File: config.mk
export PLATFORM = sky130hd
export DESIGN_NAME = latch_wr_seq_flat
export DESIGN_NICKNAME = d
export VERILOG_FILES = /design/src/rtl/latch_wr_seq_if.sv /design/src/rtl/latch_wr_seq.sv /design/src/flat_wrapper.sv
export SDC_FILE = /design/constraint.sdc
export NUM_CORES = 1
export LEC_CHECK = 0
export BUFFER_PORTS_ARGS = -buffer_cell sky130_fd_sc_hd__buf_2
export CORE_MARGIN = 1
export CORE_UTILIZATION = 43
export CTS_CLUSTER_DIAMETER = 80
export DETAILED_ROUTE_END_ITERATION = 12
export PLACE_DENSITY = 0.74
export SLEW_MARGIN = 20
export SYNTH_ARGS = -nofsm -noshare
export SYNTH_HDL_FRONTEND = slang
export SYNTH_SLANG_ARGS = --single-unit
File: constraint.sdc
create_clock -name clk -period 1.6 [get_ports clk]
set_input_delay 0.08 -clock clk [delete_from_list [all_inputs] [get_ports clk]]
set_output_delay 0.08 -clock clk [all_outputs]
set_load 0.01 [all_outputs]
File: src/rtl/latch_wr_seq_if.sv
// Request handshake between a client and the latch write sequencer.
// The master drives valid/clr/data. The slave (the sequencer) drives ready.
interface latch_wr_seq_if #(
    parameter int DW = 8
);
    logic          req_valid;
    logic          req_ready;
    logic          req_clr;
    logic [DW-1:0] req_data;

    modport master (
        output req_valid,
        output req_clr,
        output req_data,
        input  req_ready
    );

    modport slave (
        input  req_valid,
        input  req_clr,
        input  req_data,
        output req_ready
    );
endinterface

File: src/rtl/latch_wr_seq.sv
// Write sequencer for a bank of level-sensitive D latches.
// It takes write or clear requests over a valid/ready handshake and drives
// the latch pins through a setup / open / hold window. Every output is
// registered, so the latch pins cannot glitch between requests.
//
// Optional readback verify: define LATCH_WR_VERIFY_EN.
//   When the macro is undefined, err is tied low and lat_q is ignored.
//
// state   | meaning
// --------+---------------------------------------------------------
// IDLE    | ready for a request; lat_d holds the last value driven
// SETUP   | lat_d driven with the new value (or 0 for a clear); latch closed
// OPEN    | write: lat_en high; clear: lat_rstn low
// HOLD    | latch closed; lat_d held; done on exit
module latch_wr_seq #(
    parameter int DW        = 8,
    parameter int SETUP_CYC = 1,
    parameter int OPEN_CYC  = 2,
    parameter int HOLD_CYC  = 1
) (
    input  logic          clk,
    input  logic          rstn,
    latch_wr_seq_if.slave req,
    output logic [DW-1:0] lat_d,
    output logic          lat_en,
    output logic          lat_rstn,
    input  logic [DW-1:0] lat_q,
    output logic          busy,
    output logic          done,
    output logic          err
);

    localparam int MAX_SO  = (SETUP_CYC > OPEN_CYC) ? SETUP_CYC : OPEN_CYC;
    localparam int MAX_CYC = (MAX_SO > HOLD_CYC) ? MAX_SO : HOLD_CYC;
    localparam int CW      = $clog2(MAX_CYC + 1);

    // A zero-length window would skip a phase of the latch protocol.
    if (SETUP_CYC < 1 || OPEN_CYC < 1 || HOLD_CYC < 1) begin : g_bad_cyc
        $error("latch_wr_seq: SETUP_CYC, OPEN_CYC and HOLD_CYC must all be >= 1");
    end

    typedef enum logic [1:0] {
        ST_IDLE,
        ST_SETUP,
        ST_OPEN,
        ST_HOLD
    } state_t;

    state_t        state, state_nxt;
    logic [CW-1:0] cnt, cnt_nxt;
    logic          clr_q, clr_nxt;
    logic [DW-1:0] lat_d_nxt;
    logic          lat_en_nxt;
    logic          lat_rstn_nxt;
    logic          ready_q, ready_nxt;
    logic          busy_nxt;
    logic          done_nxt;
    logic          err_nxt;
    logic          cnt_last;
    logic          mismatch;

    assign cnt_last      = (cnt == '0);
    assign req.req_ready = ready_q;

`ifdef LATCH_WR_VERIFY_EN
    // lat_d always holds the expected latch content: the written data, or 0 for a clear.
    assign mismatch = (lat_q != lat_d);
`else
    logic unused_lat_q;
    assign unused_lat_q = ^lat_q;
    assign mismatch     = 1'b0;
`endif

    // Next-state and next-output decode. Every output is registered from these values.
    always_comb begin
        state_nxt    = state;
        cnt_nxt      = cnt;
        clr_nxt      = clr_q;
        lat_d_nxt    = lat_d;
        lat_en_nxt   = lat_en;
        lat_rstn_nxt = lat_rstn;
        ready_nxt    = ready_q;
        busy_nxt     = busy;
        done_nxt     = 1'b0;
        err_nxt      = 1'b0;

        case (state)
            ST_IDLE: begin
                lat_en_nxt   = 1'b0;
                lat_rstn_nxt = 1'b1;
                ready_nxt    = 1'b1;
                busy_nxt     = 1'b0;
                if (req.req_valid && ready_q) begin
                    state_nxt = ST_SETUP;
                    cnt_nxt   = CW'(SETUP_CYC - 1);
                    clr_nxt   = req.req_clr;
                    lat_d_nxt = req.req_clr ? '0 : req.req_data;
                    ready_nxt = 1'b0;
                    busy_nxt  = 1'b1;
                end
            end
            ST_SETUP: begin
                if (cnt_last) begin
                    state_nxt    = ST_OPEN;
                    cnt_nxt      = CW'(OPEN_CYC - 1);
                    lat_en_nxt   = !clr_q;
                    lat_rstn_nxt = !clr_q;
                end else begin
                    cnt_nxt = cnt - 1'b1;
                end
            end
            ST_OPEN: begin
                if (cnt_last) begin
                    state_nxt    = ST_HOLD;
                    cnt_nxt      = CW'(HOLD_CYC - 1);
                    lat_en_nxt   = 1'b0;
                    lat_rstn_nxt = 1'b1;
                end else begin
                    cnt_nxt = cnt - 1'b1;
                end
            end
            ST_HOLD: begin
                if (cnt_last) begin
                    state_nxt = ST_IDLE;
                    ready_nxt = 1'b1;
                    busy_nxt  = 1'b0;
                    done_nxt  = 1'b1;
                    err_nxt   = mismatch;
                end else begin
                    cnt_nxt = cnt - 1'b1;
                end
            end
            default: begin
                state_nxt = ST_IDLE;
            end
        endcase
    end

    // State and output registers. Reset aborts any sequence in flight and issues no done.
    always_ff @(posedge clk) begin
        if (!rstn) begin
            state    <= ST_IDLE;
            cnt      <= '0;
            clr_q    <= 1'b0;
            lat_d    <= '0;
            lat_en   <= 1'b0;
            lat_rstn <= 1'b0;
            ready_q  <= 1'b0;
            busy     <= 1'b0;
            done     <= 1'b0;
        end else begin
            state    <= state_nxt;
            cnt      <= cnt_nxt;
            clr_q    <= clr_nxt;
            lat_d    <= lat_d_nxt;
            lat_en   <= lat_en_nxt;
            lat_rstn <= lat_rstn_nxt;
            ready_q  <= ready_nxt;
            busy     <= busy_nxt;
            done     <= done_nxt;
        end
    end

`ifdef LATCH_WR_VERIFY_EN
    // Registered compare result. It is valid in the same cycle as done.
    always_ff @(posedge clk) begin
        if (!rstn) begin
            err <= 1'b0;
        end else begin
            err <= err_nxt;
        end
    end
`else
    logic unused_err_nxt;
    assign unused_err_nxt = err_nxt;
    assign err            = 1'b0;
`endif

endmodule

File: src/flat_wrapper.sv
// flat-port wrapper written by rule: the top's interface ports become plain ports
module latch_wr_seq_flat 
#(
    parameter int DW        = 8,
    parameter int SETUP_CYC = 1,
    parameter int OPEN_CYC  = 2,
    parameter int HOLD_CYC  = 1
)
  (clk, rstn, lat_d, lat_en, lat_rstn, lat_q, busy, done, err, req_req_valid, req_req_clr, req_req_data, req_req_ready);
  latch_wr_seq_if #(.DW(DW)) req_i ();
  input  logic clk;
  input  logic rstn;
  output logic [DW-1:0] lat_d;
  output logic lat_en;
  output logic lat_rstn;
  input  logic [DW-1:0] lat_q;
  output logic busy;
  output logic done;
  output logic err;
  input wire logic [$bits(req_i.req_valid)-1:0] req_req_valid;
  input wire logic [$bits(req_i.req_clr)-1:0] req_req_clr;
  input wire logic [$bits(req_i.req_data)-1:0] req_req_data;
  output wire logic [$bits(req_i.req_ready)-1:0] req_req_ready;
  assign req_i.req_valid = req_req_valid;
  assign req_i.req_clr = req_req_clr;
  assign req_i.req_data = req_req_data;
  assign req_req_ready = req_i.req_ready;
  latch_wr_seq #(.DW(DW), .SETUP_CYC(SETUP_CYC), .OPEN_CYC(OPEN_CYC), .HOLD_CYC(HOLD_CYC)) u_core (.clk(clk), .rstn(rstn), .req(req_i), .lat_d(lat_d), .lat_en(lat_en), .lat_rstn(lat_rstn), .lat_q(lat_q), .busy(busy), .done(done), .err(err));
endmodule
# After elaboration in Yosys (flattened, before gate mapping)
# Cells that the tools add are included.
# totals
regBits,18
out_inout_bits,14
word_cells,51
# classes
n_addsub,1
n_eq_ne,8
mux,21
reduce_logical,12
# op_table
op,n
2-to-1 mux 2 bit,8
one-hot mux 2 bit (4 select lines),2
2-to-1 mux 8 bit,1
"!= test 2 x 1 -> 1 bit, second input constant",4
AND reduction 2 bit,4
2-to-1 mux 1 bit,6
one-hot mux 1 bit (3 select lines),2
"== test 2 bit, second input constant",2
zero test 2 bit,2
one-hot mux 1 bit (2 select lines),2
AND reduction 4 bit,1
AND reduction 3 bit,1
nonzero test 3 bit,1
"== test 2 x 1 -> 1 bit, second input constant",1
"!= test 2 bit, second input constant",1
nonzero test 2 bit,1
"subtractor 2 x 1 -> 2 bit, second input constant",1
logical AND 1 bit,1
zero test 1 bit,1

# Longest topological paths before layout
# Gate-level depths: netlist of run 1.
# depth
depth_word,3
mapped_depth,6
depth_no_buf,5

# Worst setup path after synthesis of run 1
# OpenSTA, ideal clock, no wires.
# synth_timing
path_kind,register -> register
from,register u_core.state[1]
to,register u_core.lat_en
setup_ps,70
arrival_time_ps,1446
setup_slack_ps,85
path_stages_with_launch,6
n_path_buf,0
period_less_slack_ps,1515
path_cell_list,dfxtp_1 -> inv_1 -> ha_1 -> nor2b_4 -> or4_1 -> a21oi_1
# synth_via
elab_chain_len,3
elab_cells_between_ends,8
# synth_lines
element,line_no,rtl
start: declaration,latch_wr_seq.sv:49,"state_t state, state_nxt;"
start signal: assignment,latch_wr_seq.sv:152,state <= state_nxt;
"== test 2 bit, or another cell as far along",latch_wr_seq.sv:87,case (state)
!= test 2 x 1 -> 1 bit (no source line) or nonzero test 3 bit (tied branches),--,
AND reduction 3 bit (no source line),--,
end signal: assignment,latch_wr_seq.sv:156,lat_en <= lat_en_nxt;
end: declaration,latch_wr_seq.sv:25,"output logic lat_en,"
# Parallel ways exist; a longest one is shown, timed or not.
# A chain may end at the register's enable or synchronous reset.

# Final worst setup path of run 1
# layout_timing
from,register u_core.state[0]
to,register u_core.lat_en
# The elaborated chain is that of the path after synthesis.

==> results of run 1 <==
## power by group through the flow
stage	Clock [mW]	Combinational (mW)	Sequential, mW
after floorplan	0	0.361	0.609
after global placement	0	0.576	0.576
after detailed placement	0	0.597	0.580
after CTS	0.300	0.600	0.569
after global routing	0.321	0.681	0.579
final	0.294	0.616	0.569
## cells in the mapped netlist, types with 2 or more instances
master	instances
dfxtp_1	18
a21oi_1	14
nand2_1	13
ha_1	10
nand3b_1	8
inv_1	6
o21ai_0	4
a21boi_0	2
a2bb2oi_1	2
and3_1	2
buf_2	2
clkbuf_1	2
mux2i_1	2
nor2_1	2
nor2b_1	2
o21ba_2	2
o31ai_1	2
## through the flow
stage | util | setup WS, ns | hold WS [ns]
finish | 0.578 | 0.0631 | 0.0322
global route | 0.578 | 0.0147 | 0.0280
CTS | 0.576 | 0.0260 | 0.0327
detailed placement | 0.558 | 0.0540 | 0.359
global placement | 0.558 | 0.0867 | 0.349
floorplan | - | 0.0846 | 0.216
## sequential cells by signal (all words and copies together), names as in the netlist
signal                count
u_core.lat_d              8
u_core.cnt                2
u_core.state              2
u_core.busy               1
u_core.clr_q              1
u_core.done               1
u_core.lat_en             1
u_core.lat_rstn           1
u_core.req.req_ready      1
## per-layer routing
layer	track usage	up-vias
met5	0	-
met4	0.103	0
met3	0.0283	4
met2	0.301	12
met1	0.219	399
li1	-	422
## worst max-delay path: cells and delay by family, from the launching register on
family,cells,cell delay (ns)
simple gates,2,0.65
flops,1,0.33
fa+ha+maj,1,0.20
compound gates,1,0.15
buf+inv,1,0.14
## cell families (layout without fill, tap and decap cells)
kind of cell,count (synthesis),in the layout
simple gates,33,33
compound gates,30,30
flops,18,18
buf+inv,11,41
fa+ha+maj,10,10
mux,2,2
other cells,1,1
## final cells by class
cell class                      count  area (µm²)
Sequential cell                    18         360
Multi-Input combinational cell     76         532
Tap cell                           27        33.8
Timing Repair Buffer               31         173
Clock buffer                        4        36.3
Fill cell                         204         845
Inverter                            6        22.5
## worst max-delay path by stage
stage                          from              end  slack, ns  depth (start not counted)
floorplan           u_core.state[1]    u_core.lat_en       0.08                          5
global placement    u_core.state[0]  u_core.state[0]       0.09                          5
detailed placement  u_core.state[0]  u_core.state[0]       0.05                          5
CTS                 u_core.state[0]  u_core.state[0]       0.03                          5
global route        u_core.state[0]    u_core.lat_en       0.01                          5
finish              u_core.state[0]    u_core.lat_en       0.06                          5
## placed cells by master, fill, tap and decap left out, types with 2 or more instances in the layout
cell	Yosys	layout
a21oi_1	14	14
a2bb2oi_1	2	2
and3_1	2	2
buf_2	2	24
buf_4	1	7
clkbuf_4	0	3
dfxtp_1	18	18
ha_1	10	10
inv_1	6	6
mux2i_1	2	2
nand2_1	13	13
nand3b_1	8	8
nor2_1	2	2
nor2b_1	2	2
o21ai_0	4	4
o21ba_2	2	2
o31ai_1	2	2
==> qor.csv, run 1 <==
stage;metric;value;unit
run_status;status;complete, no violations;
floorplan;io_pins;34;
grt;grt_max_degree;14;
worst_hold_path;hp-class;in -> reg;
routing;topRoutingLayerUsed;met4;
synthesis;synth_adder_area_share;0.134;
synthesis;synth_edf_count;0;
grt;grt_usage;0.181;
grt;antenna_found_initial;0;
synthesis;synth_cells;105;
synthesis;synth_mux_area_frac;0.0214;
grt;grt_pass1_wl;3260;µm
synthesis;syn_area_per_cell;8.90;µm²
synthesis;synth_area_leaders;dfxtp_1 39%, ha_1 13%, a21oi_1 7.5%;
synthesis;synth-seq-cells;18;
place;io_buffers;24;
synthesis;synth_area;935;µm²
worst_setup_path;worst_path_max_delay_cell;or4_1;
synthesis;yosys.area_share.simple;0.198;
routing;met2RoutedLength;958;µm
routing;vias;837;
worst_hold_path;whs_path_depth;3;
clock_tree;cts-root-buf;clkbuf_4;
worst_setup_path;critPathArrivalTime;1.78;ns
worst_setup_path;setup.worst_path.class;reg -> reg;
layout;areaGrowthSynthToFinish;23.8;%
layout;nets;166;
floorplan;start_util;0.467;
clock_tree;cts.sinks;18;
synthesis;synth_cell_type_count;29;
routing;wl_met3;51;µm
worst_setup_path;crit_required;1.85;ns
power_and_ir_drop;power_frac_clock;0.199;
power_and_ir_drop;vdd_drop_max;830;µV
floorplan;die_h;48.6;µm
layout;design_area;1160;µm²
synthesis;yosys.area.top_type;dfxtp_1;
power_and_ir_drop;netSwitchingFraction;0.359;
synthesis;synth_top_family_by_area;compound AO/OA/AOI/OAI gates;
power_and_ir_drop;power.leakage;0.536;nW
worst_setup_path;r2r_slack;0.06;ns
sta;fin_skew;0.00296;ns
synthesis;ys.flop_type;dfxtp_1;
place;dpl.hpwl;1490;µm
synthesis;synth_xor_area_frac;0;
routing;viasPerCell;5.17;
routing;wl_met1;963;µm
clock_tree;postCtsHoldBufs;0;
routing;drt_wl_total;2020;µm
worst_setup_path;cp-start-kind;register;
layout;n_antenna_cell;0;
place;place_inst;158;
power_and_ir_drop;seqPwrFrac;0.385;
routing;wl_per_cell;12.5;µm
floorplan;core;2000;µm²
grt;grt_pass1_vias;771;
synthesis;synth.net_count;135;
run;maxCapViolations;0;
clock_tree;clock_latency;0.31;ns
routing;drtPass1Iterations;4;
clock_tree;cts_buffer_depth;2;
layout;layout-drive-gt1-share;0.289;
worst_setup_path;cp_cell_sequence;buf_4, ha_1, nor2b_4, or4_1, a21oi_1;
sta;final_max_slew_viol_count;0;
place;gp_congestion;0.804;
floorplan;die_width;48.6;µm
worst_setup_path;path_max_fanout;6;
sta;timing.fmax;0.651;GHz
synthesis;async_flop_share;0;
power_and_ir_drop;combPwrFrac;0.417;
floorplan;dieArea;2360;µm²
clock_tree;postCtsResizedCells;0;
clock_tree;cts.htree.levels;1;
worst_setup_path;r2r-end;u_core.lat_en;
power_and_ir_drop;p_per_area;1280;nW/µm²
floorplan;rows;16;
place;dpl_cell_area;1120;µm²
sta;fin_setup_tns;0;ns
sta;finalHoldViolCount;0;
sta;setup_viol;0;
power_and_ir_drop;power_switching;531;µW
clock_tree;postCtsSetupRepairBufs;0;
clock_tree;cts_tree;built;
layout;fin_cells;162;
sta;timing.final.crit_share;0.961;
grt;grt-ovfl-total;0;
power_and_ir_drop;total_power;1.48;mW
power_and_ir_drop;p_int;947;µW
routing;drtIter0Drc;20;
routing;drc;0;
synthesis;seq_area_frac_synth;0.386;
clock_tree;clk_pin_slew;0.11;ns
worst_setup_path;reg2regPathDepth;5;
synthesis;yosys_warnings;0;
worst_setup_path;r2r_start;u_core.state[0];
synthesis;synth_compound_area_frac;0.206;
worst_hold_path;min_from;req_req_data[1];
sta;period_minus_slack;1.54;ns
routing;ant_nets;0;
worst_setup_path;max_stage_delay;0.50;ns
clock_tree;cts_buffers;3;
worst_hold_path;holdPathEnd;u_core.lat_d[1];
synthesis;netlist.area_leader.share;0.386;
sta;rsz0062_at_grt;false;
worst_setup_path;end_kind;register;
Note: power is estimated with default switching activity, not from simulation.
==> inputs of run 2 (changes only) <==
--- a/config.mk
+++ b/config.mk
@@ -7,10 +7,12 @@
 export LEC_CHECK = 0
 export BUFFER_PORTS_ARGS = -buffer_cell sky130_fd_sc_hd__buf_2
 export CORE_MARGIN = 1
-export CORE_UTILIZATION = 43
+export CORE_UTILIZATION = 45
+export CTS_BUF_LIST = sky130_fd_sc_hd__clkbuf_4
 export CTS_CLUSTER_DIAMETER = 80
 export DETAILED_ROUTE_END_ITERATION = 12
-export PLACE_DENSITY = 0.74
+export PLACE_DENSITY = 0.77
+export SKIP_CTS_REPAIR_TIMING = 1
 export SLEW_MARGIN = 20
 export SYNTH_ARGS = -nofsm -noshare
 export SYNTH_HDL_FRONTEND = slang
==> run 2 against run 1 <==
  * Non-clock buffer count decreased by 5
  * Clock power down 17%
  * Sequential share of layout area up 1.7 points
  * Sequential power increased by 4.4%
  * Final area down 4.0%
  * Clock skew rose by 0.0045 ns
  * Maximum frequency decreased by 2.2%
  * Critical endpoint unchanged
  * Largest power group is now sequential cells
==> qor.csv, run 2 (synthesis results as in run 1) <==
stage;metric;value;unit
power_and_ir_drop;total_power;1.39;mW
sta;whs;0.0324;ns
floorplan;dieArea;2260;µm²
layout;mostFrequentLayoutCells;24 x buf_2, 16 x dfxtp_1, 14 x a21oi_1;
clock_tree;clock_latency;0.31;ns
layout;nets;161;
grt;antenna_found_initial;0;
place;gp_congestion;0.802;
worst_setup_path;critPathArrivalTime;1.81;ns
worst_setup_path;setup.worst_path.class;reg -> reg;
routing;wl_per_cell;12.5;µm
worst_setup_path;cp.depth;5;
worst_setup_path;timing.critical_path.from;u_core.state[0];
routing;ant_nets;0;
layout;largest_reg_flops;8;
worst_setup_path;endpoint;u_core.lat_en;
clock_tree;cts_buffer_depth;2;
place;dpl_cell_area;1080;µm²
sta;final_max_slew_viol_count;0;
worst_setup_path;reg2regPathDepth;5;
routing;drt_wl_total;1960;µm
layout;fin_util;0.566;
floorplan;rows;16;
worst_setup_path;path_delay_family;simple AND/OR/NAND/NOR gates;
clock_tree;cts.htree.levels;1;
layout;design_area;1110;µm²
sta;period_minus_slack;1.57;ns
layout;largest-register;u_core.lat_d;
worst_setup_path;path_buf_inv;1;
power_and_ir_drop;power.leakage;0.505;nW
grt;grt_pass1_wl;2990;µm
worst_setup_path;crit_required;1.84;ns
routing;drtPass1Iterations;4;
floorplan;die_h;47.6;µm
routing;met2RoutedLength;1030;µm
worst_setup_path;r2r_start;u_core.state[0];
routing;wl_met1;832;µm
worst_setup_path;r2r_slack;0.03;ns
run_status;status;complete, no violations;
layout;n_antenna_cell;0;
layout;reg_top3;u_core.lat_d x8, u_core.cnt x2, u_core.state x2;
routing;drc;0;
worst_hold_path;hp-class;in -> reg;
place;io_buffers;24;
sta;timing.final.crit_share;0.982;
sta;finalHoldViolCount;0;
grt;grt_max_degree;14;
clock_tree;clk_pin_slew;0.11;ns
worst_setup_path;end_kind;register;
sta;fin_skew;0.00750;ns
worst_setup_path;max_stage_delay;0.48;ns
layout;final_common_cell;buf_2;
run;maxCapViolations;0;
worst_setup_path;cp-start-kind;register;
routing;drtIter0Drc;17;
routing;vias;852;
floorplan;die_width;47.6;µm
clock_tree;cts_buffers;3;
power_and_ir_drop;p_per_area;1250;nW/µm²
sta;rsz0062_at_grt;true;
clock_tree;cts-root-buf;clkbuf_4;
worst_setup_path;worst_path_max_delay_cell;or4_1;
worst_setup_path;r2r-end;u_core.lat_en;
clock_tree;cts.sinks;18;
grt;grt_usage;0.194;
layout;layout-drive-gt1-share;0.269;
grt;grt-ovfl-total;0;
worst_setup_path;path_max_fanout;5;
worst_setup_path;cp_cell_sequence;inv_1, ha_1, nor2b_1, or4_1, a21oi_1;
place;dpl.hpwl;1470;µm
floorplan;io_pins;34;
floorplan;core;1960;µm²
clock_tree;cts_tree;built;
sta;timing.fmax;0.636;GHz
sta;setup_viol;0;
routing;topRoutingLayerUsed;met4;
floorplan;start_util;0.476;
routing;wl_met3;52;µm
power_and_ir_drop;vdd_drop_max;631;µV
routing;viasPerCell;5.43;
layout;areaGrowthSynthToFinish;18.9;%
grt;grt_pass1_vias;721;
-- run 2: changes by cell type in the layout (fill, tap and decap cells not counted), sizes merged --
cell,delta
buf,-5
clkbuf,-1
clkinv,+1
-- run 2: worst min-delay path, cell delays in order --
cell      delay [ns]
buf_2           0.09
nand3b_1        0.07
a21oi_1         0.06
-- run 2: worst min-delay path by stage --
| stage | slack [ns] | end | startpoint | cells after the start |
|---|---|---|---|---|
| after floorplan | 0.22 | u_core.clr_q | req_req_clr | 2 |
| after global placement | 0.35 | u_core.lat_d[7] | req_req_data[7] | 3 |
| after detailed placement | 0.35 | u_core.lat_d[0] | req_req_data[0] | 3 |
| after CTS | 0.02 | u_core.lat_d[0] | req_req_data[0] | 3 |
| after global routing | 0.04 | u_core.lat_d[4] | req_req_data[4] | 3 |
| final | 0.03 | u_core.lat_d[0] | req_req_data[0] | 3 |
-- run 2: routing by layer --
metal / GRT usage / up-vias
li1: - / 415
met1: 0.215 / 412
met5: 0 / -
met2: 0.353 / 20
met4: 0.100 / 0
met3: 0.0340 / 5
-- run 2: final cells by class --
class	instances	area, µm²
multi-input combinational	76	528
clock buffer	3	22.5
timing repair buffer	26	135
tap	27	33.8
sequential	18	365
clock inverter	1	3.75
inverter	6	22.5
fill	203	851
-- run 2: power by group --
part           leakage (nW)  switching, mW  internal (mW)
Combinational         0.341          0.304          0.246
Sequential            0.148         0.0636          0.530
Clock                0.0154          0.153         0.0912
Total                 0.505          0.521          0.867
-- run 2: through the flow --
stage	setup slack, ns	TNS, ns	cells
5_1_grt	-0.0218	-0.0218	157
3_3_place_gp	0.0587	0	153
2_1_floorplan	0.0846	0	105
6_report	0.0288	0	157
4_1_cts	-0.0588	-0.0588	157
3_5_place_dp	-0.0399	-0.0399	153
==> inputs of run 3 (changes only) <==
--- a/config.mk
+++ b/config.mk
@@ -11,7 +11,7 @@
 export CTS_BUF_LIST = sky130_fd_sc_hd__clkbuf_4
 export CTS_CLUSTER_DIAMETER = 80
 export DETAILED_ROUTE_END_ITERATION = 12
-export PLACE_DENSITY = 0.77
+export PLACE_DENSITY = 0.87
 export SKIP_CTS_REPAIR_TIMING = 1
 export SLEW_MARGIN = 20
 export SYNTH_ARGS = -nofsm -noshare
==> run 3 against run 2 <==
  * Worst hold slack improved by 0.010 ns
  * Flip-flop and latch count unchanged
  * Largest power group unchanged
  * Combinational power is 4.2% higher
  * Clock skew is 0.0053 ns lower
  * Maximum frequency is 4.6% higher
  * Global-route usage down 0.27 points
  * Clock power fell by 4%
  * Worst setup slack gained 0.069 ns
  * Sequential share of layout area down 0.72 points
  * Via count down 2.0%
  * Highest routed layer unchanged
  * Routed wire length rose by 2.4%
  * Utilization rose by 1.7 points
==> qor.csv, run 3 (synthesis results as in run 1) <==
stage;metric;value;unit
run_status;status;complete, no violations;
worst_setup_path;crit_required;1.83;ns
floorplan;die_width;47.6;µm
clock_tree;cts_buffer_depth;2;
routing;vias;835;
layout;largest_reg_flops;8;
layout;fin_cells;160;
clock_tree;cts.htree.levels;1;
clock_tree;cts.sinks;18;
routing;ant_nets;0;
clock_tree;cts_buffers;3;
place;io_buffers;24;
layout;final_common_cell;buf_2;
routing;drt_wl_total;2010;µm
worst_setup_path;max_stage_delay;0.46;ns
layout;largest-register;u_core.lat_d;
worst_setup_path;path_max_fanout;5;
place;gp_congestion;0.796;
worst_setup_path;setup.worst_path.class;reg -> reg;
routing;wl_per_cell;12.6;µm
layout;n_antenna_cell;0;
grt;grt-ovfl-total;0;
sta;fin_setup_tns;0;ns
run;maxCapViolations;0;
sta;timing.fmax;0.666;GHz
grt;grt_usage;0.191;
floorplan;die_h;47.6;µm
power_and_ir_drop;power.leakage;0.520;nW
routing;drtPass1Iterations;4;
layout;areaGrowthSynthToFinish;22.4;%
worst_setup_path;worst_path_max_delay_cell;or4_1;
layout;fin_util;0.583;
routing;drtIter0Drc;11;
grt;grt_pass1_vias;757;
floorplan;dieArea;2260;µm²
power_and_ir_drop;p_per_area;1230;nW/µm²
grt;grt_max_degree;14;
routing;drc;0;
place;dpl_cell_area;1100;µm²
layout;reg_top3;u_core.lat_d x8, u_core.cnt x2, u_core.state x2;
sta;finalHoldViolCount;0;
grt;grt_pass1_wl;3110;µm
floorplan;rows;16;
place;dpl.hpwl;1510;µm
place;place_inst;156;
layout;n_fill_cell;191;
grt;antenna_found_initial;0;
clock_tree;clock_latency;0.29;ns
sta;period_minus_slack;1.50;ns
floorplan;core;1960;µm²
sta;final_max_slew_viol_count;0;
worst_hold_path;hp-class;in -> reg;
worst_setup_path;critPathArrivalTime;1.74;ns
layout;design_area;1140;µm²
sta;timing.final.crit_share;0.939;
layout;mostFrequentLayoutCells;24 x buf_2, 16 x dfxtp_1, 14 x a21oi_1;
clock_tree;cts-root-buf;clkbuf_4;
clock_tree;cts_tree;built;
routing;viasPerCell;5.22;
worst_setup_path;cp-start-kind;register;
worst_setup_path;end_kind;register;
clock_tree;clk_pin_slew;0.10;ns
worst_setup_path;cp_cell_sequence;inv_1, ha_1, nor2b_1, or4_1, a21oi_1;
sta;whs;0.0427;ns
floorplan;start_util;0.476;
sta;setup_viol;0;
floorplan;io_pins;34;
power_and_ir_drop;vdd_drop_max;896;µV
layout;layout-drive-gt1-share;0.301;
sta;fin_skew;0.00223;ns
layout;nets;164;
run 3: cell types whose count changed in the layout (fill, tap and decap cells not counted), sizes merged:
cell,previous run,this run
buf,26,29
run 3: power breakdown:
| group | switching [mW] | leakage, nW | internal [mW] | total [mW] |
|---|---|---|---|---|
| clock network | 0.144 | 0.0154 | 0.0908 | 0.235 |
| logic | 0.307 | 0.356 | 0.266 | 0.573 |
| registers | 0.0668 | 0.148 | 0.534 | 0.601 |
| total | 0.518 | 0.520 | 0.891 | 1.41 |
run 3: per-stage QoR:
| step | total power, mW | worst slack (ns) |
|---|---|---|
| 2_1_floorplan | 0.970 | 0.0846 |
| 3_3_place_gp | 1.12 | 0.0761 |
| 3_5_place_dp | 1.15 | -0.00266 |
| 4_1_cts | 1.38 | -0.0476 |
| 5_1_grt | 1.49 | -0.00254 |
| 6_report | 1.41 | 0.0976 |
run 3: per-layer routing:
layer	track usage	vias up	part of all wire
met5	0	-	0
met4	0.0667	0	0.015
met3	0.0302	5	0.048
met2	0.340	24	0.49
met1	0.234	388	0.44
li1	-	418	-
run 3: cell type report:
class,count,area (µm²),share of cell area
flip-flops and latches,18,368,0.322
well taps,27,33.8,0.0295
multi-input cells,76,536,0.468
clock buffers,3,22.5,0.0197
inverters,6,22.5,0.0197
repair buffers,29,158,0.138
clock inverters,1,3.75,0.00328
run 3: critical path: cells and delay by family (launching register included):
kind / cells / cell delay (ns)
AO/OA/AOI/OAI: 1 / 0.14
flip-flops: 1 / 0.38
buffers and inverters: 1 / 0.07
adder cells (fa/ha/maj): 1 / 0.23
AND/OR/NAND/NOR: 2 / 0.61
run 3: path summary, 6_finish.rpt:
| kind | from | depth (start not counted) | endpoint | slack (ns) |
|---|---|---|---|---|
| hold / removal | req_req_data[3] | 3 | u_core.lat_d[3] | 0.04 |
| setup / recovery | u_core.state[0] | 5 | u_core.lat_en | 0.1 |
| setup reg to reg | u_core.state[0] | 5 | u_core.lat_en | 0.1 |
| hold reg to reg | u_core.lat_d[1] | 2 | u_core.lat_d[1] | 0.45 |
